[src/rtl/capture_controller.sv]
// capture_controller: fills sample memory from the sampler on 'S', streams it out through the UART on 'D', stops on 'A'.
module capture_controller #(
  parameter int ADDR_WIDTH = 16,
  parameter logic [7:0] CMD_CAPTURE = 8'h53,
  parameter logic [7:0] CMD_DUMP = 8'h44,
  parameter logic [7:0] CMD_ABORT = 8'h41
) (
  input  logic                  iClock,
  input  logic                  iReset,
  input  logic                  iRx_Done,
  input  logic [7:0]            iRx_Data,
  input  logic                  iSample_Valid,
  input  logic [7:0]            iSample_Data,
  output logic [ADDR_WIDTH-1:0] oMem_Addr,
  output logic [7:0]            oMem_Wdata,
  output logic                  oMem_We,
  input  logic [7:0]            iMem_Rdata,
  output logic                  oTx_Start,
  output logic [7:0]            oTx_Data,
  input  logic                  iTx_Done,
  output logic                  oBusy,
  output logic                  oCapture_Done,
  output logic                  oDump_Done
);
  typedef enum logic [2:0] {IDLE, CAPTURE, RD_ADDR, RD_LATCH, TX_START, TX_WAIT} state_t;
  state_t state;
  logic last, abort;
  assign last = &oMem_Addr;
  assign abort = iRx_Done && iRx_Data == CMD_ABORT && state != IDLE;
  assign oMem_Wdata = iSample_Data;
  // the abort-cycle sample is still written; only the next state is affected
  assign oMem_We = state == CAPTURE && iSample_Valid;
  assign oTx_Start = state == TX_START;
  assign oBusy = state != IDLE;
  always_ff @(posedge iClock) begin
    if (iReset) begin
      state <= IDLE;
      oMem_Addr <= '0;
      oTx_Data <= '0;
      oCapture_Done <= 1'b0;
      oDump_Done <= 1'b0;
    end else begin
      oCapture_Done <= 1'b0;
      oDump_Done <= 1'b0;
      if (abort) begin
        state <= IDLE;
        oMem_Addr <= '0;
      end else begin
        case (state)
          IDLE: begin
            if (iRx_Done && iRx_Data == CMD_CAPTURE) begin
              oMem_Addr <= '0;
              state <= CAPTURE;
            end else if (iRx_Done && iRx_Data == CMD_DUMP) begin
              oMem_Addr <= '0;
              state <= RD_ADDR;
            end
          end
          CAPTURE: begin
            if (iSample_Valid) begin
              oMem_Addr <= oMem_Addr + ADDR_WIDTH'(1);
              oCapture_Done <= last;
              state <= last ? IDLE : CAPTURE;
            end
          end
          RD_ADDR: state <= RD_LATCH;
          RD_LATCH: begin
            oTx_Data <= iMem_Rdata;
            state <= TX_START;
          end
          TX_START: state <= TX_WAIT;
          TX_WAIT: begin
            if (iTx_Done) begin
              oMem_Addr <= oMem_Addr + ADDR_WIDTH'(1);
              oDump_Done <= last;
              state <= last ? IDLE : RD_ADDR;
            end
          end
          default: state <= IDLE;
        endcase
      end
    end
  end
endmodule

[config.mk]
export PLATFORM = sky130hd
export DESIGN_NAME = capture_controller
export DESIGN_NICKNAME = d
export VERILOG_FILES = /design/src/rtl/capture_controller.sv
export SDC_FILE = /design/constraint.sdc
export NUM_CORES = 1
export LEC_CHECK = 0
export CAP_MARGIN = 0
export CORE_ASPECT_RATIO = 0.6
export CORE_UTILIZATION = 43
export CTS_BUF_LIST = sky130_fd_sc_hd__clkbuf_16
export DETAILED_ROUTE_END_ITERATION = 8
export HOLD_SLACK_MARGIN = 0.06
export PLACE_DENSITY = 0.84
export SLEW_MARGIN = 40
export SYNTH_ARGS = -nofsm -noshare
export SYNTH_HDL_FRONTEND = slang
export SYNTH_SLANG_ARGS = --single-unit
[constraint.sdc]
create_clock -name iClock -period 2.2 [get_ports iClock]
set_input_delay 0.44 -clock iClock [delete_from_list [all_inputs] [get_ports iClock]]
set_output_delay 0.44 -clock iClock [all_outputs]
set_load 0.05 [all_outputs]
* Word level (Yosys, flattened, before mapping)
Index checks and enable logic that the tools add are counted.
** Word-level totals
- Flip-flop bits (word level) :: 29
- Input bits :: 29
- Output and inout port bits :: 37
- Logic and storage cells :: 49
** Operators by class
- $add $sub $neg :: 1
- Eq/ne operators :: 11
- Muxes and demuxes :: 12
- Bitwise gates (word level) :: 5
- Reduce and logical (&&, ||, !) cells :: 15
** Operator list (count)
- 16-bit 2-to-1 mux :: 4
- 16-bit one-hot mux with 3 select lines :: 1
- 8-bit by 7-bit equality test with 1-bit output, second input constant :: 3
- 3-bit one-hot mux with 6 select lines :: 1
- 16-bit by 1-bit adder with 16-bit output, second input constant :: 1
- 16-bit AND reduction :: 1
- 3-bit 2-to-1 mux :: 4
- 4-bit OR reduction :: 2
- 3-bit by 2-bit equality test with 1-bit output, second input constant :: 2
- 3-bit equality test, second input constant :: 2
- 3-bit nonzero test :: 2
- 1-bit logical AND :: 5
- 1-bit inverter :: 5
- 2-bit != test, second input constant :: 2
- 4-bit AND reduction :: 1
- 3-bit by 1-bit equality test with 1-bit output, second input constant :: 1
- 3-bit logical NOT :: 1
- 3-bit != test, second input constant :: 1
- 3-bit AND reduction :: 1
- 2-bit 2-to-1 mux :: 1
- 2-bit AND reduction :: 1
- 2-bit OR reduction :: 1
- 1-bit 2-to-1 mux :: 1

* Longest topological paths before layout
- Depth in word-level cells :: 5
- Gate-level depth with buffers :: 8
- Mapped depth without buffers :: 5

* Worst setup path after synthesis
Ideal clock, no wire load.
- Path type :: reg2out
- Start point :: register state[0]
- End point :: output port oTx_Start
- Data arrival time :: 1.760 ns
- Data required time :: 1.760 ns
- Slack :: 0.000 ns
- Cell stages (with the launch flop) :: 4
- Buffers on the path :: 2
- Cell sequence :: dfxtp_1 -> buf_2 -> clkbuf_1 -> nor3_1
** Between the ends
- Longest elaborated chain between the ends :: 1
** RTL lines
- start: declaration :: RTL line 26 : state_t state;
- start signal: assignment :: RTL line 63 : state <= last ? IDLE : CAPTURE;
- start signal: assignment :: RTL line 76 : state <= last ? IDLE : RD_ADDR;
- 3-bit equality test :: RTL line 33 : assign oTx_Start = state == TX_START;
- end: declaration :: RTL line 18 : output logic oTx_Start,
No other way between the ends.

* Worst setup path in the final report
- Start point :: input port iRx_Data[1]
- End point :: register oMem_Addr[1]
** Between the ends
- Longest elaborated chain between the ends :: 4
- Elaborated cells between the ends (all ways) :: 12
- Classes of those cells :: eq/ne: 4; mux: 2; reduce/logical: 6
** RTL lines
- start: declaration :: RTL line 11 : input logic [7:0] iRx_Data,
- 8-bit by 7-bit equality test with 1-bit output, on equally long branches :: RTL line 51, 29, 54
- 1-bit logical AND, on equally long branches :: RTL line 51, 29, 54
- 3-bit != test (no source line), or another cell as far along
- 4-bit AND reduction (no source line), or another cell as far along
- end signal: assignment :: RTL line 61 : oMem_Addr <= oMem_Addr + ADDR_WIDTH'(1);
- end signal: assignment :: RTL line 74 : oMem_Addr <= oMem_Addr + ADDR_WIDTH'(1);
- end: declaration :: RTL line 14 : output logic [ADDR_WIDTH-1:0] oMem_Addr,
Parallel ways exist; a longest one is shown, timed or not.
A chain may end at the register's enable or synchronous reset.

==> impl_metrics.env <==
export IMPL_netSwitchingFraction=0.1982
export IMPL_grt_max_degree=15
export IMPL_holdBufCountCts=0
export IMPL_drive_above_1_share=0.1406
export IMPL_cap_violations=0
export IMPL_top_usage_layer="met1"
export IMPL_nets=278
export IMPL_initial_utilization=0.4510
export IMPL_via_per_inst=5.882
export IMPL_htreeDepth=2
export IMPL_met2_usage=0.3375
export IMPL_fp_dieW_um=82.43
export IMPL_area_growth_pct=46.18
export IMPL_cts_setup_buffers=0
export IMPL_min_from="oTx_Data[5]"
export IMPL_drt_first_pass_iters=5
export IMPL_ctsResizeCount=0
export IMPL_cellInternalPower_mw=1.103
export IMPL_ys_warn_count=0
export IMPL_finalCritPeriodShare=0.9401
export IMPL_status="finished clean"
export IMPL_syn_nets=224
export IMPL_ys_seq_area_frac=0.3478
export IMPL_drtAntennaViolNets=0
export IMPL_ys_top_cells_by_area="dfxtp_1 35%, mux2i_1 6.0%, a311oi_1 5.8%"
export IMPL_start_kind="primary input"
export IMPL_synth_area_sq_um=1669
export IMPL_hold_end="oTx_Data[5]"
export IMPL_seqPwrFrac=0.383
export IMPL_setup_viol=0
export IMPL_grt_use_met3=0.07273
export IMPL_ir_drop_mv=0.6209
export IMPL_synth_ff_type="dfxtp_1"
export IMPL_ff2ff_setup_slack_ns=0.26
export IMPL_row_count=17
export IMPL_wl_per_cell_um=16.17
export IMPL_route_final_wire_length_um=4785
export IMPL_synth_seq_cells=29
export IMPL_dpl_hpwl_um=3548
export IMPL_tritoncts="built"
export IMPL_rsz0062_at_grt="no"
export IMPL_fin_crit_ns=2.068
export IMPL_pwr_share_clk=0.561
export IMPL_max_slew_margin_rel=0.5536
export IMPL_clkTransAtPathRegs_ns=0.05
export IMPL_core_area_sq_um=3701
export IMPL_fin_hold_ws_ns=0.4953
export IMPL_die_h_um=50.26
export IMPL_synth_fa_ha_area_frac=0.007496
export IMPL_ctsLongestPathBuffers=2
export IMPL_r2r_cells=5
export IMPL_ys_top_cells_by_count="29 x dfxtp_1, 17 x nor2_1, 14 x nand2_1"
export IMPL_grt_pass1_vias=1523
export IMPL_clock_sinks=29
export IMPL_tightest_slew_ns=0.6674
export IMPL_synthSimpleGateAreaFrac=0.2661
export IMPL_gr_total_overflow=0
export IMPL_yosysMostFrequentCell="dfxtp_1"
export IMPL_fin_setup_tns_ns=0
export IMPL_place_gp_congestion=0.8911
export IMPL_powerDensity_nw_per_um2=563.8
export IMPL_hold_depth=2
export IMPL_slew_viol_final=0
export IMPL_port_buffers=49
export IMPL_synth_top_cell_by_area="dfxtp_1"
export IMPL_grt_use_met1=0.3592
export IMPL_nFillCells=322
export IMPL_cp_required_ns=2.41
export IMPL_worstSetupEndpointType="flip-flop"
export IMPL_synth_area_per_cell_sq_um=8.604
export IMPL_hold_viol_final=0
export IMPL_num_antenna_cells=0
export IMPL_synthCells=194
export IMPL_reg2reg_to="oMem_Addr[9]"
export IMPL_crit_arrival_ns=2.28
export IMPL_synth_xor_area_share=0
export IMPL_worstReg2RegStart="state[2]"
export IMPL_p_switching_mw=0.2726
export IMPL_die_area_sq_um=4143
export IMPL_crit_type="in -> reg"
export IMPL_finClkSkew_ns=0.005486
export IMPL_synth_compound_gate_area_share=0.2406
export IMPL_synth_top_family_by_area="simple AND/OR/NAND/NOR gates"
export IMPL_io_pins=66
export IMPL_synthArstFlopShare=0
export IMPL_critical_path_peak_fanout=14
export IMPL_cts_root_buf="clkbuf_16"
export IMPL_synth_edf_count=0
export IMPL_synthDistinctLibCells=49
export IMPL_antenna_found_initial=0
export IMPL_yosys_mux_area_fraction=0.05997
export IMPL_yosysTopAreaCellShare=0.3478
export IMPL_grt_pass1_wl_um=7472
export IMPL_numCtsBuffers=5
export IMPL_first_iter_violations=145
export IMPL_grt_total_usage=0.2479
export IMPL_p_leak_nw=0.8081
export IMPL_max_freq_mhz=483.5
export IMPL_power_frac_comb=0.057
export IMPL_drc_errors=0
export IMPL_insertion_delay_ns=0.28
export IMPL_vias=1741
export IMPL_hold_path_class="reg -> reg"
[critical path, stage by stage]
cell	delay, ns
clkdlybuf4s50_1	0.44
or4b_1	0.53
a211o_1	0.37
a21oi_4	0.18
buf_12	0.15
mux2i_1	0.16
[state kept, by name (all words and copies together), names as in the netlist]
signal,cells
oTx_Data,8
oDump_Done,1
oMem_Addr,16
state,3
oCapture_Done,1
[final cells by class]
| type | count | area, sq um | area share |
|---|---|---|---|
| tap | 47 | 58.81 | 0.02410 |
| timing repair buffer | 66 | 660.6 | 0.2708 |
| multi-input combinational | 142 | 958.4 | 0.3928 |
| clock inverter | 3 | 41.29 | 0.01692 |
| sequential | 29 | 580.6 | 0.2379 |
| clock buffer | 5 | 125.1 | 0.05128 |
| inverter | 4 | 15.01 | 0.006154 |
[placed cells by master, fill, tap and decap left out, types with 2 or more instances in the layout]
| master | Yosys | routed |
|---|---|---|
| a21o_1 | 2 | 2 |
| a41oi_1 | 2 | 2 |
| o21ai_0 | 8 | 8 |
| mux2i_1 | 10 | 10 |
| nor3_1 | 5 | 5 |
| a31oi_1 | 7 | 7 |
| a21oi_1 | 7 | 7 |
| inv_1 | 4 | 4 |
| buf_12 | 0 | 4 |
| nand2_1 | 14 | 14 |
| clkdlybuf4s50_1 | 0 | 46 |
| dfxtp_1 | 29 | 29 |
| nor4_2 | 2 | 2 |
| nor4_1 | 2 | 2 |
| clkbuf_16 | 0 | 5 |
| nor2_1 | 17 | 17 |
| nand3b_1 | 3 | 3 |
| a311oi_1 | 11 | 11 |
| and2_1 | 2 | 2 |
| nand3_1 | 8 | 8 |
| and3_1 | 5 | 5 |
| nand4b_1 | 2 | 2 |
| nand4_1 | 6 | 6 |
| o211ai_1 | 2 | 2 |
| nand2b_1 | 3 | 3 |
| buf_4 | 8 | 16 |
| a211o_1 | 2 | 2 |
[stage by stage]
step                      setup WS, ns  total power, mW    util  instances  cell area (sq um)
after CTS                       0.1294            1.386  0.6592        296               2440
after global placement         -0.1299           0.6125  0.6143        288               2273
after detailed placement       -0.1561           0.6145  0.6143        288               2273
after global routing           0.03494            1.415  0.6592        296               2440
final                           0.1318            1.376  0.6592        296               2440
after floorplan             0.00002187           0.5966       -        194               1669
[worst max path at each step]
| stage | start | end | cells past startpoint |
|---|---|---|---|
| floorplan | state[0] | oTx_Start | 3 |
| global placement | iRx_Data[1] | oMem_Addr[1] | 6 |
| detailed placement | iRx_Data[1] | oMem_Addr[1] | 6 |
| CTS | iRx_Data[1] | oMem_Addr[1] | 6 |
| global route | iRx_Data[1] | oMem_Addr[1] | 6 |
| finish | iRx_Data[1] | oMem_Addr[1] | 6 |
[cells by family (layout without fill, tap and decap cells)]
kind of cell               count (synthesis)  count (layout)
muxes                                     10              10
AOI/OAI and AO/OA                         53              53
and+or+nand+nor                           78              78
adders and majority gates                  1               1
DFF                                       29              29
buffers and inverters                     23              78
[power groups by stage]
stage / Combinational [mW] / Clock (mW) / Sequential, mW
after global routing: 0.0832 / 0.806 / 0.526
after CTS: 0.0782 / 0.782 / 0.526
after floorplan: 0.0597 / 0 / 0.537
final: 0.0783 / 0.771 / 0.526
after global placement: 0.0755 / 0 / 0.537
after detailed placement: 0.0774 / 0 / 0.537
[per-layer routing]
metal,vias to the layer above,share of wire
met1,799,0.48
li1,851,-
met2,84,0.43
met4,0,0.013
met5,-,0
met3,7,0.078
(Power assumes the default switching activity.)
